`config.mk`:
```
export PLATFORM = sky130hd
export DESIGN_NAME = neopixel_rx_decoder
export DESIGN_NICKNAME = d
export VERILOG_FILES = /design/src/rtl/neopixel_pkg.sv /design/src/rtl/sync2.sv /design/src/rtl/neopixel_rx_decoder.sv
export SDC_FILE = /design/constraint.sdc
export NUM_CORES = 1
export LEC_CHECK = 0
export BUFFER_PORTS_ARGS = -buffer_cell sky130_fd_sc_hd__buf_4
export CORE_ASPECT_RATIO = 0.6
export CORE_MARGIN = 2
export CORE_UTILIZATION = 33
export CTS_BUF_LIST = sky130_fd_sc_hd__clkbuf_8
export DETAILED_ROUTE_END_ITERATION = 6
export PLACE_DENSITY_LB_ADDON = 0.1
export SYNTH_ARGS = -nofsm -noshare
export SYNTH_HDL_FRONTEND = slang
export SYNTH_SLANG_ARGS = --single-unit
```
`constraint.sdc`:
```
create_clock -name clock -period 6.8 [get_ports clock]
set_clock_uncertainty 0.1 [all_clocks]
set_input_delay 1.02 -clock clock [delete_from_list [all_inputs] [get_ports clock]]
set_output_delay 1.02 -clock clock [all_outputs]
set_load 0.02 [all_outputs]
```
`src/rtl/neopixel_pkg.sv`:
```
// Shared NeoPixel types and default line timing, common to the transmit and receive paths.
package neopixel_pkg;

  typedef enum logic [1:0] {
    SYNC,
    IDLE,
    HIGH,
    LOW
  } rx_state_t;

  typedef struct packed {
    logic [7:0] g;
    logic [7:0] r;
    logic [7:0] b;
  } grb_t;

  localparam int T0H_CYC   = 18;
  localparam int T1H_CYC   = 35;
  localparam int TBIT_CYC  = 62;
  localparam int RESET_CYC = 2500;

  function automatic logic [6:0] sat_inc7(input logic [6:0] v);
    return (v == 7'h7F) ? v : v + 7'd1;
  endfunction

endpackage

```
`src/rtl/sync2.sv`:
```
// Generic two-flop synchronizer for a single asynchronous level input.
module sync2 (
  input  logic i_clk,
  input  logic i_rst_n,
  input  logic i_d,
  output logic o_q
);

  logic r_meta;
  logic r_sync;

  always_ff @(posedge i_clk or negedge i_rst_n) begin
    if (!i_rst_n) begin
      r_meta <= 1'b0;
      r_sync <= 1'b0;
    end else begin
      r_meta <= i_d;
      r_sync <= r_meta;
    end
  end

  assign o_q = r_sync;

endmodule

```
`src/rtl/neopixel_rx_decoder.sv`:
```
// Pulse-width decoder for a WS2812 NRZ line: rebuilds 24-bit GRB words, frame latches and framing errors.
// Define NEOPIXEL_RX_ERRCNT_EN to add the saturating err_count output.
module neopixel_rx_decoder #(
  parameter int CLK_HZ     = 50_000_000,
  parameter int MIN_HIGH   = 5,
  parameter int BIT_THRESH = 26,
  parameter int MAX_HIGH   = 50,
  parameter int RESET_CYC  = 2500
) (
  input  logic        clock,
  input  logic        reset,
  input  logic        din,
  output logic [23:0] pixel_data,
  output logic        pixel_valid,
  output logic [6:0]  pixel_index,
  output logic        frame_done,
  output logic [6:0]  frame_pixels,
  output logic        frame_err
`ifdef NEOPIXEL_RX_ERRCNT_EN
  ,
  output logic [7:0]  err_count
`endif
);

  import neopixel_pkg::*;

  if (CLK_HZ <= 0 || MIN_HIGH < 1 || BIT_THRESH <= MIN_HIGH || MAX_HIGH <= BIT_THRESH ||
      RESET_CYC <= MAX_HIGH || RESET_CYC > 4095) begin : g_param_chk
    $error("neopixel_rx_decoder: inconsistent timing parameters");
  end

  localparam logic [11:0] C_MIN    = 12'(MIN_HIGH);
  localparam logic [11:0] C_THRESH = 12'(BIT_THRESH);
  localparam logic [11:0] C_MAX    = 12'(MAX_HIGH);
  localparam logic [11:0] C_RESET  = 12'(RESET_CYC);

  logic        w_sdin;
  rx_state_t   r_state;
  rx_state_t   w_state_nx;
  logic [11:0] r_cnt;
  logic [11:0] w_cnt_nx;
  logic [11:0] w_cnt_inc;
  logic [4:0]  r_bit_cnt;
  // Only the first 23 bits are stored; the 24th is merged straight into the output word.
  logic [22:0] r_shreg;
  logic [6:0]  r_pix_cnt;
  logic        w_bit;
  logic        w_shift;
  logic        w_frame_end;
  logic        w_err;

  grb_t        r_pixel;
  logic        r_pixel_valid;
  logic [6:0]  r_pixel_index;
  logic        r_frame_done;
  logic [6:0]  r_frame_pixels;
  logic        r_frame_err;

  sync2 u_sync (
    .i_clk   (clock),
    .i_rst_n (reset),
    .i_d     (din),
    .o_q     (w_sdin)
  );

  assign w_cnt_inc = r_cnt + 12'd1;
  assign w_bit     = (r_cnt >= C_THRESH);

  always_ff @(posedge clock or negedge reset) begin
    if (!reset) begin
      r_state <= SYNC;
      r_cnt   <= '0;
    end else begin
      r_state <= w_state_nx;
      r_cnt   <= w_cnt_nx;
    end
  end

  always_comb begin
    w_state_nx  = r_state;
    w_cnt_nx    = r_cnt;
    w_shift     = 1'b0;
    w_frame_end = 1'b0;
    w_err       = 1'b0;
    unique case (r_state)
      SYNC: begin
        if (w_sdin) begin
          w_cnt_nx = '0;
        end else if (w_cnt_inc == C_RESET) begin
          w_state_nx = IDLE;
          w_cnt_nx   = '0;
        end else begin
          w_cnt_nx = w_cnt_inc;
        end
      end
      IDLE: begin
        w_cnt_nx = '0;
        if (w_sdin) begin
          w_state_nx = HIGH;
          w_cnt_nx   = 12'd1;
        end
      end
      HIGH: begin
        if (w_sdin) begin
          if (w_cnt_inc == C_MAX) begin
            w_err      = 1'b1;
            w_state_nx = SYNC;
            w_cnt_nx   = '0;
          end else begin
            w_cnt_nx = w_cnt_inc;
          end
        end else if (r_cnt < C_MIN) begin
          w_err      = 1'b1;
          w_state_nx = SYNC;
          w_cnt_nx   = '0;
        end else begin
          w_shift    = 1'b1;
          w_state_nx = LOW;
          w_cnt_nx   = 12'd1;
        end
      end
      LOW: begin
        if (w_sdin) begin
          w_state_nx = HIGH;
          w_cnt_nx   = 12'd1;
        end else if (w_cnt_inc == C_RESET) begin
          w_frame_end = 1'b1;
          w_err       = (r_bit_cnt != 5'd0);
          w_state_nx  = IDLE;
          w_cnt_nx    = '0;
        end else begin
          w_cnt_nx = w_cnt_inc;
        end
      end
      default: begin
        w_state_nx = SYNC;
        w_cnt_nx   = '0;
      end
    endcase
  end

  always_ff @(posedge clock or negedge reset) begin
    if (!reset) begin
      r_bit_cnt      <= '0;
      r_shreg        <= '0;
      r_pix_cnt      <= '0;
      r_pixel        <= '0;
      r_pixel_valid  <= 1'b0;
      r_pixel_index  <= '0;
      r_frame_done   <= 1'b0;
      r_frame_pixels <= '0;
      r_frame_err    <= 1'b0;
    end else begin
      r_pixel_valid <= 1'b0;
      r_frame_done  <= 1'b0;
      r_frame_err   <= w_err;
      if (w_shift) begin
        if (r_bit_cnt == 5'd23) begin
          r_pixel       <= grb_t'({r_shreg, w_bit});
          r_pixel_index <= r_pix_cnt;
          r_pixel_valid <= 1'b1;
          r_pix_cnt     <= sat_inc7(r_pix_cnt);
          r_bit_cnt     <= '0;
        end else begin
          r_shreg   <= {r_shreg[21:0], w_bit};
          r_bit_cnt <= r_bit_cnt + 5'd1;
        end
      end
      if (w_frame_end) begin
        r_frame_done   <= 1'b1;
        r_frame_pixels <= r_pix_cnt;
      end
      // Leaving the frame (latch or error) drops any partial pixel and restarts indexing.
      if (w_state_nx == SYNC || w_state_nx == IDLE) begin
        r_bit_cnt <= '0;
        r_pix_cnt <= '0;
      end
    end
  end

  assign pixel_data   = r_pixel;
  assign pixel_valid  = r_pixel_valid;
  assign pixel_index  = r_pixel_index;
  assign frame_done   = r_frame_done;
  assign frame_pixels = r_frame_pixels;
  assign frame_err    = r_frame_err;

`ifdef NEOPIXEL_RX_ERRCNT_EN
  logic [7:0] r_err_cnt;

  always_ff @(posedge clock or negedge reset) begin
    if (!reset) begin
      r_err_cnt <= '0;
    end else if (w_err && (r_err_cnt != 8'hFF)) begin
      r_err_cnt <= r_err_cnt + 8'd1;
    end
  end

  assign err_count = r_err_cnt;
`endif

endmodule

```
==> flow_summary.yaml, run 1 <==
setup_path:
  r2r_slack_ns: 3.32
  crit_chain: "nor4_1 -> o2111ai_2 -> nand2_1 -> or2_2 -> inv_1 -> a41oi_1 -> nor3_2"
  r2r-end: "r_pix_cnt[6]"
  slowest_delay_ns: 0.61
  cp_max_fo: 33
  r2r_start: "r_cnt[6]"
  crit_required_ns: 6.91
  endpoint: "r_pix_cnt[6]"
  worstSetupEndpointType: "register"
  cpMaxStageDelayCell: "inv_1"
  crit_type: "reg2reg"
  cp.arrival_ns: 3.59
  cp-startpoint: "r_cnt[6]"
  ff2ff_path_depth: 7
  start_kind: "register"
die:
  die_area_mm2: 0.01347
  num_rows: 31
  fp.dieH_um: 90.70
  chipWidth_um: 148.5
  core_mm2: 0.01214
  num_io_pins: 44
  start_util_pct: 34.05
timing:
  maxSlewHeadroom_pct: 29.29
  setup_ws_ns: 3.318
  worst-slew-pin-transition_ns: 1.061
  fin_crit_ns: 3.482
  slew_violations: 0
  setup_viol_count_final: 0
  hold_violations: 0
  rsz0062_at_grt: "false"
  fin_tns_setup_ns: 0
  fin_crit_sh_pct: 51.20
  fmax_mhz: 287.2
yosys:
  synth_xor_area_share_pct: 3.814
  synth_top_family_by_area: "simple AND/OR/NAND/NOR gates"
  synth_ff_type: "dfrtp_1"
  syn_area_mm2: 0.004134
  synthArstFlopShare_pct: 100.0
  ys_seq_area_share_pct: 55.69
  synth_fp_nets: 396
  ys_ff_latch: 92
  synth_cells: 386
  synth_largest_area_cell: "dfrtp_1"
  ys_types: 50
  synth_compound_area_share_pct: 5.599
  synth_top_area_share_pct: 55.69
  synthTopCellsByArea: "dfrtp_1 56%, nand2_1 9.1%, mux2_2 7.9%"
  avgSynthCellArea_um2: 10.71
  synth_edf_count: 0
  synth_warnings: 0
  synth-simple-area-share_pct: 20.79
  post_synth_mux_area_share_pct: 8.626
  synth_fa_ha_area_share_pct: 2.119
cells_and_area:
  final_cell_area_mm2: 0.004783
  area_growth_pct: 15.71
  nets: 433
  final_layout_size_suffix_gt1_share_pct: 24.77
  antenna-diode-count: 0
route:
  drt-total-wl_um: 8713
  drt-vias-per-instance: 4.767
  drcViolationCount: 0
  dr.pass1.iters: 4
  avgRoutedWirePerCell_um: 14.69
  vias: 2827
  initialDrtViolationCount: 135
  ant_nets: 0
clock_tree:
  cts.sinks: 92
  postCtsSetupBuffers: 0
  clkLatencyLatePin_ns: 0.36
  htree_levels: 3
  clk_path_buf_depth: 2
  postCtsResizedCells: 0
  cts_hold_buf: 0
  cts_root_buf: "clkbuf_8"
  clkTransAtPathRegs_ns: 0.09
  cts_tree: "yes"
  cts_made_buffers: 9
power:
  combPwrFrac_pct: 2.6
  p_int_mw: 0.7456
  pwr_density_cell_mw_per_mm2: 202.3
  worst_ir_drop_vdd_mv: 0.09616
  pwr-share-clk_pct: 40.3
  swShare_pct: 22.95
  power_switching_mw: 0.2221
  power_frac_seq_pct: 57.1
  leakage_nw: 2.393
place:
  pre_cts_ws_ns: 3.242
  io_buffers: 43
  gp_congestion: 0.7779
  hpwlAfterDp_um: 5825
  post_dp_cell_area_mm2: 0.004573
grt:
  grt_pass1_wl_um: 14630
  grt_overflow: 0
  grt_use_total_pct: 13.94
  grt_max_degree: 76
  grt_pass1_vias: 2812
  antenna_found_initial: 0
outcome:
  status: "finished, final reports clean"
worst_hold_path:
  hold_path.class: "reg2reg"
run:
  maxCapViolCount: 0
critical path: cells and delay by family, from the launching register on:
family	cells	cell delay (ns)
compound gates	2	0.74
flops	1	0.49
buf+inv	1	0.61
simple gates	4	1.38
Yosys cell counts, types with 3 or more instances:
master,number
clkbuf_2,3
nor2b_1,3
inv_1,9
o21ai_0,6
a21oi_1,3
xnor2_1,11
nand2_1,100
xor2_1,7
clkbuf_1,5
nor3_1,14
and3_1,3
nand3_1,14
buf_2,6
ha_1,7
mux2i_1,3
dfrtp_1,92
nor2_1,24
or2_2,3
nand4_1,5
mux2_2,29
worst min-delay path by stage:
stage	endpoint	from	cells past startpoint
global placement	u_sync.o_q	u_sync.r_meta	0
detailed placement	u_sync.o_q	u_sync.r_meta	0
CTS	u_sync.o_q	u_sync.r_meta	0
floorplan	u_sync.o_q	u_sync.r_meta	0
global route	u_sync.o_q	u_sync.r_meta	0
finish	u_sync.o_q	u_sync.r_meta	0
per-stage QoR:
step	cells	hold slack [ns]	total power, mW	util (%)
after floorplan	386	0.2312	0.5748	-
after global placement	577	0.2594	0.5899	37.67
after detailed placement	577	0.2615	0.5902	37.67
after CTS	593	0.2775	0.9898	39.40
after global routing	593	0.2887	1.014	39.40
final	593	0.2643	0.9678	39.40
placed cells by master, fill, tap and decap left out, types with 2 or more instances in the layout:
master	count
a211oi_1	2
a21oi_1	3
a41oi_1	2
and3_1	3
buf_4	45
clkbuf_8	11
clkinvlp_4	2
dfrtp_1	92
ha_1	7
inv_1	9
mux2_2	29
mux2i_1	3
nand2_1	100
nand2b_1	2
nand3_1	14
nand4_1	5
nand4b_1	2
nor2_1	24
nor2b_1	3
nor3_1	14
nor3_2	2
nor4_1	2
o21ai_0	6
or2_2	3
or4b_2	2
xnor2_1	11
xor2_1	7
power groups by stage:
stage               registers, mW  clock network, mW  logic, mW
floorplan                   0.561                  0     0.0136
global placement            0.564                  0     0.0263
detailed placement          0.564                  0     0.0266
CTS                         0.553              0.410     0.0266
global route                0.553              0.431     0.0296
finish                      0.553              0.390     0.0254
flip-flops by register name (all words and copies together) (netlist names):
register	flops
frame_done	1
frame_err	1
frame_pixels	7
pixel_data	24
pixel_index	7
pixel_valid	1
r_bit_cnt	5
r_cnt	12
r_pix_cnt	7
r_shreg	23
r_state	2
u_sync.o_q	1
u_sync.r_meta	1
cell type report:
cell class,count,area [um^2]
timing repair buffer,45,337.8
clock buffer,11,151.4
sequential,92,2302
clock inverter,5,58.81
fill,1198,7357
multi-input combinational,266,1693
tap,165,206.4
inverter,9,33.78
cells by family after synthesis:
family	count (synthesis)
AO/OA/AOI/OAI	27
XOR/XNOR	18
adder cells (fa/ha/maj)	7
buffers and inverters	28
flip-flops	92
multiplexers	32
AND/OR/NAND/NOR	182
layer usage:
layer,track usage [%],up-vias,wire [um]
li1,-,1383,-
met1,21.66,1382,4691
met2,18.87,58,3523
met3,4.192,4,455
met4,2.857,0,42
met5,0,-,0
(Power assumes the default switching activity.)
==> run 2, diff against run 1 <==
==> constraint.sdc (replaced) <==
create_clock -name clock -period 3.4 [get_ports clock]
set_clock_uncertainty 0.1 [all_clocks]
set_input_delay 0.51 -clock clock [delete_from_list [all_inputs] [get_ports clock]]
set_output_delay 0.51 -clock clock [all_outputs]
set_load 0.02 [all_outputs]
==> flow_summary.yaml, run 2 (synthesis gave the netlist of run 1 again) <==
outcome:
  status: "finished, final reports clean"
power:
  leakage_nw: 2.425
  worst_ir_drop_vdd_mv: 0.1909
  pwr_density_cell_mw_per_mm2: 404.6
die:
  num_rows: 31
  num_io_pins: 44
  fp.dieH_um: 90.70
  core_mm2: 0.01214
  chipWidth_um: 148.5
  start_util_pct: 34.05
  die_area_mm2: 0.01347
setup_path:
  crit_buf_inv: 0
  crit_required_ns: 3.54
  cp_top_family: "simple AND/OR/NAND/NOR gates"
  cp.arrival_ns: 3.01
  worstSetupEndpointType: "register"
  cpMaxStageDelayCell: "nor3_4"
  crit_type: "reg2reg"
  slowest_delay_ns: 0.51
  crit_chain: "ha_1 -> nand4_1 -> o21ai_0 -> and4b_1 -> o211ai_2 -> nor3_4 -> mux2_2"
  cp_max_fo: 9
  start_kind: "register"
grt:
  grt_use_total_pct: 14.25
  grt_pass1_wl_um: 15170
  grt_max_degree: 52
  grt_pass1_vias: 2880
  antenna_found_initial: 0
  grt_overflow: 0
clock_tree:
  clk_path_buf_depth: 2
  cts.sinks: 92
  htree_levels: 3
  postCtsSetupBuffers: 0
  cts_tree: "yes"
  cts_made_buffers: 9
  cts_hold_buf: 0
  clkLatencyLatePin_ns: 0.35
  postCtsResizedCells: 0
  cts_root_buf: "clkbuf_8"
  clkTransAtPathRegs_ns: 0.09
place:
  dp_cells: 581
  io_buffers: 43
  gp_congestion: 0.7964
  pre_cts_ws_ns: 0.5529
  hpwlAfterDp_um: 5970
route:
  ant_nets: 0
  dr.pass1.iters: 4
  avgRoutedWirePerCell_um: 14.76
  drt-total-wl_um: 8795
  drcViolationCount: 0
  vias: 2838
  initialDrtViolationCount: 159
  drt-vias-per-instance: 4.762
timing:
  rsz0062_at_grt: "false"
  fin_crit_ns: 2.870
  worst-slew-pin-transition_ns: 0.6873
  fin_crit_sh_pct: 84.40
  slew_violations: 0
  setup_viol_count_final: 0
  setup_ws_ns: 0.5304
  maxSlewHeadroom_pct: 54.18
  fin_tns_setup_ns: 0
  hold_violations: 0
  fmax_mhz: 348.5
cells_and_area:
  area_growth_pct: 16.62
  final_cell_mix: "100 x nand2_1, 92 x dfrtp_1, 48 x buf_4"
  largest_reg_flops: 24
  layout_commonest_cell: "nand2_1"
  nets: 437
  final_layout_size_suffix_gt1_share_pct: 24.83
  fill_cells: 1173
  antenna-diode-count: 0
  instances_no_fill: 596
worst_hold_path:
  hold_path.class: "in2async"
run:
  maxCapViolCount: 0
==> run 2: cell types whose count changed in the layout (fill, tap and decap cells not counted) <==
cell        delta
buf_4          +3
clkbuf_8       -2
clkinvlp_4     -2
inv_1          +2
buf_12         +1
bufinv_16      +1
==> run 2: metrics by stage <==
step | power, mW | area [um^2] | util (%) | hold WS, ns
final | 1.951 | 4821 | 39.71 | 0.08346
after CTS | 1.985 | 4821 | 39.71 | 0.09937
after global routing | 2.033 | 4821 | 39.71 | 0.1208
after global placement | 1.183 | 4616 | 38.02 | 0.2697
after floorplan | 1.150 | 4134 | - | 0.1144
after detailed placement | 1.182 | 4616 | 38.02 | 0.2641
==> run 2: final cells by class <==
cell class / count / area (um^2) / area share, %
Clock buffer: 9 / 123.9 / 2.569
Clock inverter: 6 / 81.33 / 1.687
Inverter: 9 / 33.78 / 0.7008
Multi-Input combinational cell: 266 / 1693 / 35.12
Sequential cell: 92 / 2302 / 47.76
Tap cell: 165 / 206.4 / 4.282
Timing Repair Buffer: 49 / 380.4 / 7.890
==> run 2: worst paths after layout <==
path	from	endpoint	slack [ns]	depth (start not counted)
worst max-delay path	r_cnt[0]	frame_pixels[5]	0.53	7
worst min-delay path	reset	pixel_data[20]	0.08	1
worst max register to register	r_cnt[0]	frame_pixels[5]	0.53	7
worst min register to register	u_sync.r_meta	u_sync.o_q	0.28	0
max in group asynchronous	reset	r_cnt[8]	2.43	2
min in group clock	din	u_sync.r_meta	0.16	1
==> run 2: where the power goes <==
| group | switching [mW] | internal [mW] | total [mW] |
|---|---|---|---|
| clock network | 0.386 | 0.407 | 0.793 |
| logic | 0.0380 | 0.0137 | 0.0518 |
| registers | 0.00844 | 1.10 | 1.11 |
==> run 2: routing by layer <==
| layer | vias to the layer above | share of wire (%) | track usage (%) |
|---|---|---|---|
| met2 | 40 | 39 | 19.17 |
| li1 | 1389 | - | - |
| met3 | 6 | 3.9 | 3.636 |
| met1 | 1403 | 56 | 22.16 |
| met5 | - | 0 | 0 |
| met4 | 0 | 0.86 | 4.127 |
==> run 3, diff against run 2 <==
--- a/config.mk
+++ b/config.mk
@@ -5,6 +5,7 @@
 export SDC_FILE = /design/constraint.sdc
 export NUM_CORES = 1
 export LEC_CHECK = 0
+export ABC_AREA = 1
 export BUFFER_PORTS_ARGS = -buffer_cell sky130_fd_sc_hd__buf_4
 export CORE_ASPECT_RATIO = 0.6
 export CORE_MARGIN = 2
==> constraint.sdc (replaced) <==
create_clock -name clock -period 2.9 [get_ports clock]
set_clock_uncertainty 0.1 [all_clocks]
set_input_delay 0.435 -clock clock [delete_from_list [all_inputs] [get_ports clock]]
set_output_delay 0.435 -clock clock [all_outputs]
set_load 0.02 [all_outputs]
==> flow_summary.yaml, run 3 <==
yosys:
  synth_edf_count: 0
  synth_cells: 513
  synth_warnings: 0
  synth_fp_nets: 523
  synthTopCellsByArea: "dfrtp_1 55%, nand2_1 16%, o21ai_0 4.9%"
  synth_largest_area_cell: "dfrtp_1"
  ys_ff_latch: 92
  yosys-top-cells-count: "179 x nand2_1, 92 x dfrtp_1, 54 x inv_1"
  synth_ff_type: "dfrtp_1"
  yosysMostFrequentCell: "nand2_1"
  synth_top_area_share_pct: 54.93
  ys_types: 26
  avgSynthCellArea_um2: 8.171
  syn_area_mm2: 0.004192
  synthArstFlopShare_pct: 100.0
  ys_seq_area_share_pct: 54.93
place:
  dp_cells: 714
  hpwlAfterDp_um: 7146
  post_dp_cell_area_mm2: 0.004710
  gp_congestion: 0.9326
  io_buffers: 43
power:
  leakage_nw: 2.416
  power_frac_seq_pct: 56.9
  swShare_pct: 24.21
  pwr_density_cell_mw_per_mm2: 460.4
  combPwrFrac_pct: 2.6
  pwr-share-clk_pct: 40.5
  worst_ir_drop_vdd_mv: 0.2201
  p_int_mw: 1.722
  power_switching_mw: 0.5502
  fin_total_pwr_mw: 2.273
route:
  drt-vias-per-instance: 4.512
  wl_met3_um: 583
  ant_nets: 0
  avgRoutedWirePerCell_um: 13.39
  dr.pass1.iters: 4
  wl_met2_um: 3663
  drcViolationCount: 0
  initialDrtViolationCount: 207
  vias: 3298
  top_layer: "met4"
  drt-met1-wl_um: 5469
  drt-total-wl_um: 9785
cells_and_area:
  largest_reg_flops: 24
  final_layout_size_suffix_gt1_share_pct: 14.66
  layout_commonest_cell: "nand2_1"
  final_core_util_pct: 40.40
  instances_no_fill: 731
  final_cell_mix: "179 x nand2_1, 92 x dfrtp_1, 54 x inv_1"
  antenna-diode-count: 0
  final_cell_area_mm2: 0.004936
  nets: 571
  fill_cells: 1250
  area_growth_pct: 17.76
grt:
  grt_pass1_vias: 2973
  grt_max_degree: 58
  grt_overflow: 0
  grt_pass1_wl_um: 15820
  antenna_found_initial: 0
  grt_use_total_pct: 15.03
clock_tree:
  postCtsResizedCells: 0
  clk_path_buf_depth: 2
  cts_root_buf: "clkbuf_8"
  postCtsSetupBuffers: 0
  cts_tree: "yes"
  cts_made_buffers: 9
  htree_levels: 3
  cts.sinks: 92
  clkTransAtPathRegs_ns: 0.10
  clkLatencyLatePin_ns: 0.36
  cts_hold_buf: 1
setup_path:
  r2r-end: "r_pix_cnt[4]"
  cp_max_fo: 13
  crit_chain: "ha_1 -> nand3_1 -> nor2_2 -> nand3_1 -> nand2_1 -> nand2_1 -> nor2_1 -> nand2_1 -> nand2_1 -> nand2_1 -> nor2_4 -> nor2_1"
  cp.arrival_ns: 2.46
  cp_top_family: "simple AND/OR/NAND/NOR gates"
  r2r_slack_ns: 0.58
  ff2ff_path_depth: 12
  r2r_start: "r_cnt[1]"
  crit_type: "reg2reg"
  cpMaxStageDelayCell: "dfrtp_1"
  worstSetupEndpointType: "register"
  crit_buf_inv: 0
  crit_required_ns: 3.04
  slowest_delay_ns: 0.45
  path_common_cell: "nand2_1"
  start_kind: "register"
timing:
  fmax_mhz: 430.2
  fin_tns_setup_ns: 0
  setup_viol_count_final: 0
  fin_crit_ns: 2.325
  rsz0062_at_grt: "false"
  hold_violations: 0
  fin_crit_sh_pct: 80.16
  worst-slew-pin-transition_ns: 0.5357
  slew_violations: 0
  maxSlewHeadroom_pct: 64.25
die:
  core_mm2: 0.01222
  start_util_pct: 34.31
  fp.dieH_um: 91.30
  num_rows: 31
  chipWidth_um: 149.5
  die_area_mm2: 0.01365
  num_io_pins: 44
outcome:
  status: "finished, final reports clean"
run:
  maxCapViolCount: 0
worst_hold_path:
  hold_path.class: "in2reg"
  hold_path_end: "u_sync.r_meta"
  min_from: "din"
  hold_depth: 1
[run 3: changes by cell type in the layout (fill, tap and decap cells not counted), moves of 10 or more]
| cell | previous run | this run |
|---|---|---|
| inv_1 | 11 | 54 |
| nor2_1 | 24 | 52 |
| mux2_2 | 29 | 0 |
| nand2_1 | 100 | 179 |
| o21ai_0 | 6 | 41 |
| nand3_1 | 14 | 24 |
| xnor2_1 | 11 | 0 |
[run 3: worst max-delay path by stage]
stage	to	depth (start not counted)	slack [ns]	startpoint
after detailed placement	r_pix_cnt[4]	12	0.61	r_cnt[1]
after global routing	r_state[1]	12	0.36	r_cnt[1]
after CTS	r_pix_cnt[4]	12	0.58	r_cnt[1]
after floorplan	frame_pixels[4]	11	0.95	r_cnt[1]
after global placement	r_pix_cnt[4]	12	0.67	r_cnt[1]
final	r_pix_cnt[4]	12	0.58	r_cnt[1]
[run 3: routing by layer]
| layer | vias to the layer above | GRT usage (%) |
|---|---|---|
| li1 | 1704 | - |
| met1 | 1519 | 24.65 |
| met2 | 70 | 18.62 |
| met3 | 5 | 4.271 |
| met4 | 0 | 3.730 |
| met5 | - | 0 |
[run 3: worst register-to-register path, stage by stage, from the launching register on]
cell     delay (ns)
dfrtp_1        0.45
ha_1           0.27
nand3_1        0.15
nor2_2         0.22
nand3_1        0.11
nand2_1        0.12
nand2_1        0.07
nor2_1         0.14
nand2_1        0.09
nand2_1        0.06
nand2_1        0.07
nor2_4         0.27
nor2_1         0.09
[run 3: power by group through the flow]
stage | Clock, mW | Sequential, mW | Combinational [mW]
2_1_floorplan | 0 | 1.32 | 0.0235
3_3_place_gp | 0 | 1.32 | 0.0619
3_5_place_dp | 0 | 1.32 | 0.0604
4_1_cts | 0.966 | 1.29 | 0.0612
5_1_grt | 1.02 | 1.30 | 0.0692
6_report | 0.920 | 1.29 | 0.0595
[run 3: cell families after synthesis]
| logic type | Yosys count | share of synthesized area [%] |
|---|---|---|
| DFF | 92 | 54.93 |
| xor gates and xnor gates | 5 | 1.045 |
| buffers and inverters | 69 | 6.656 |
| AOI/OAI and AO/OA | 59 | 7.761 |
| and+or+nand+nor | 281 | 27.52 |
| adders and majority gates | 7 | 2.089 |
[run 3: final cells by class]
type	instances	area, um^2	area share [%]
clock inverters	7	92.59	1.876
flip-flops and latches	92	2302	46.64
multi-input cells	352	1610	32.62
repair buffers	50	390.4	7.909
clock buffers	9	123.9	2.510
well taps	165	206.4	4.183
inverters	56	210.2	4.259
[run 3: metrics by stage]
stage          worst slack [ns]  hold slack, ns
4_1_cts                  0.5789         0.04025
6_report                 0.5753         0.07367
3_5_place_dp             0.6114          0.2550
5_1_grt                  0.3576         0.04354
3_3_place_gp             0.6747          0.2412
2_1_floorplan            0.9488         0.03941
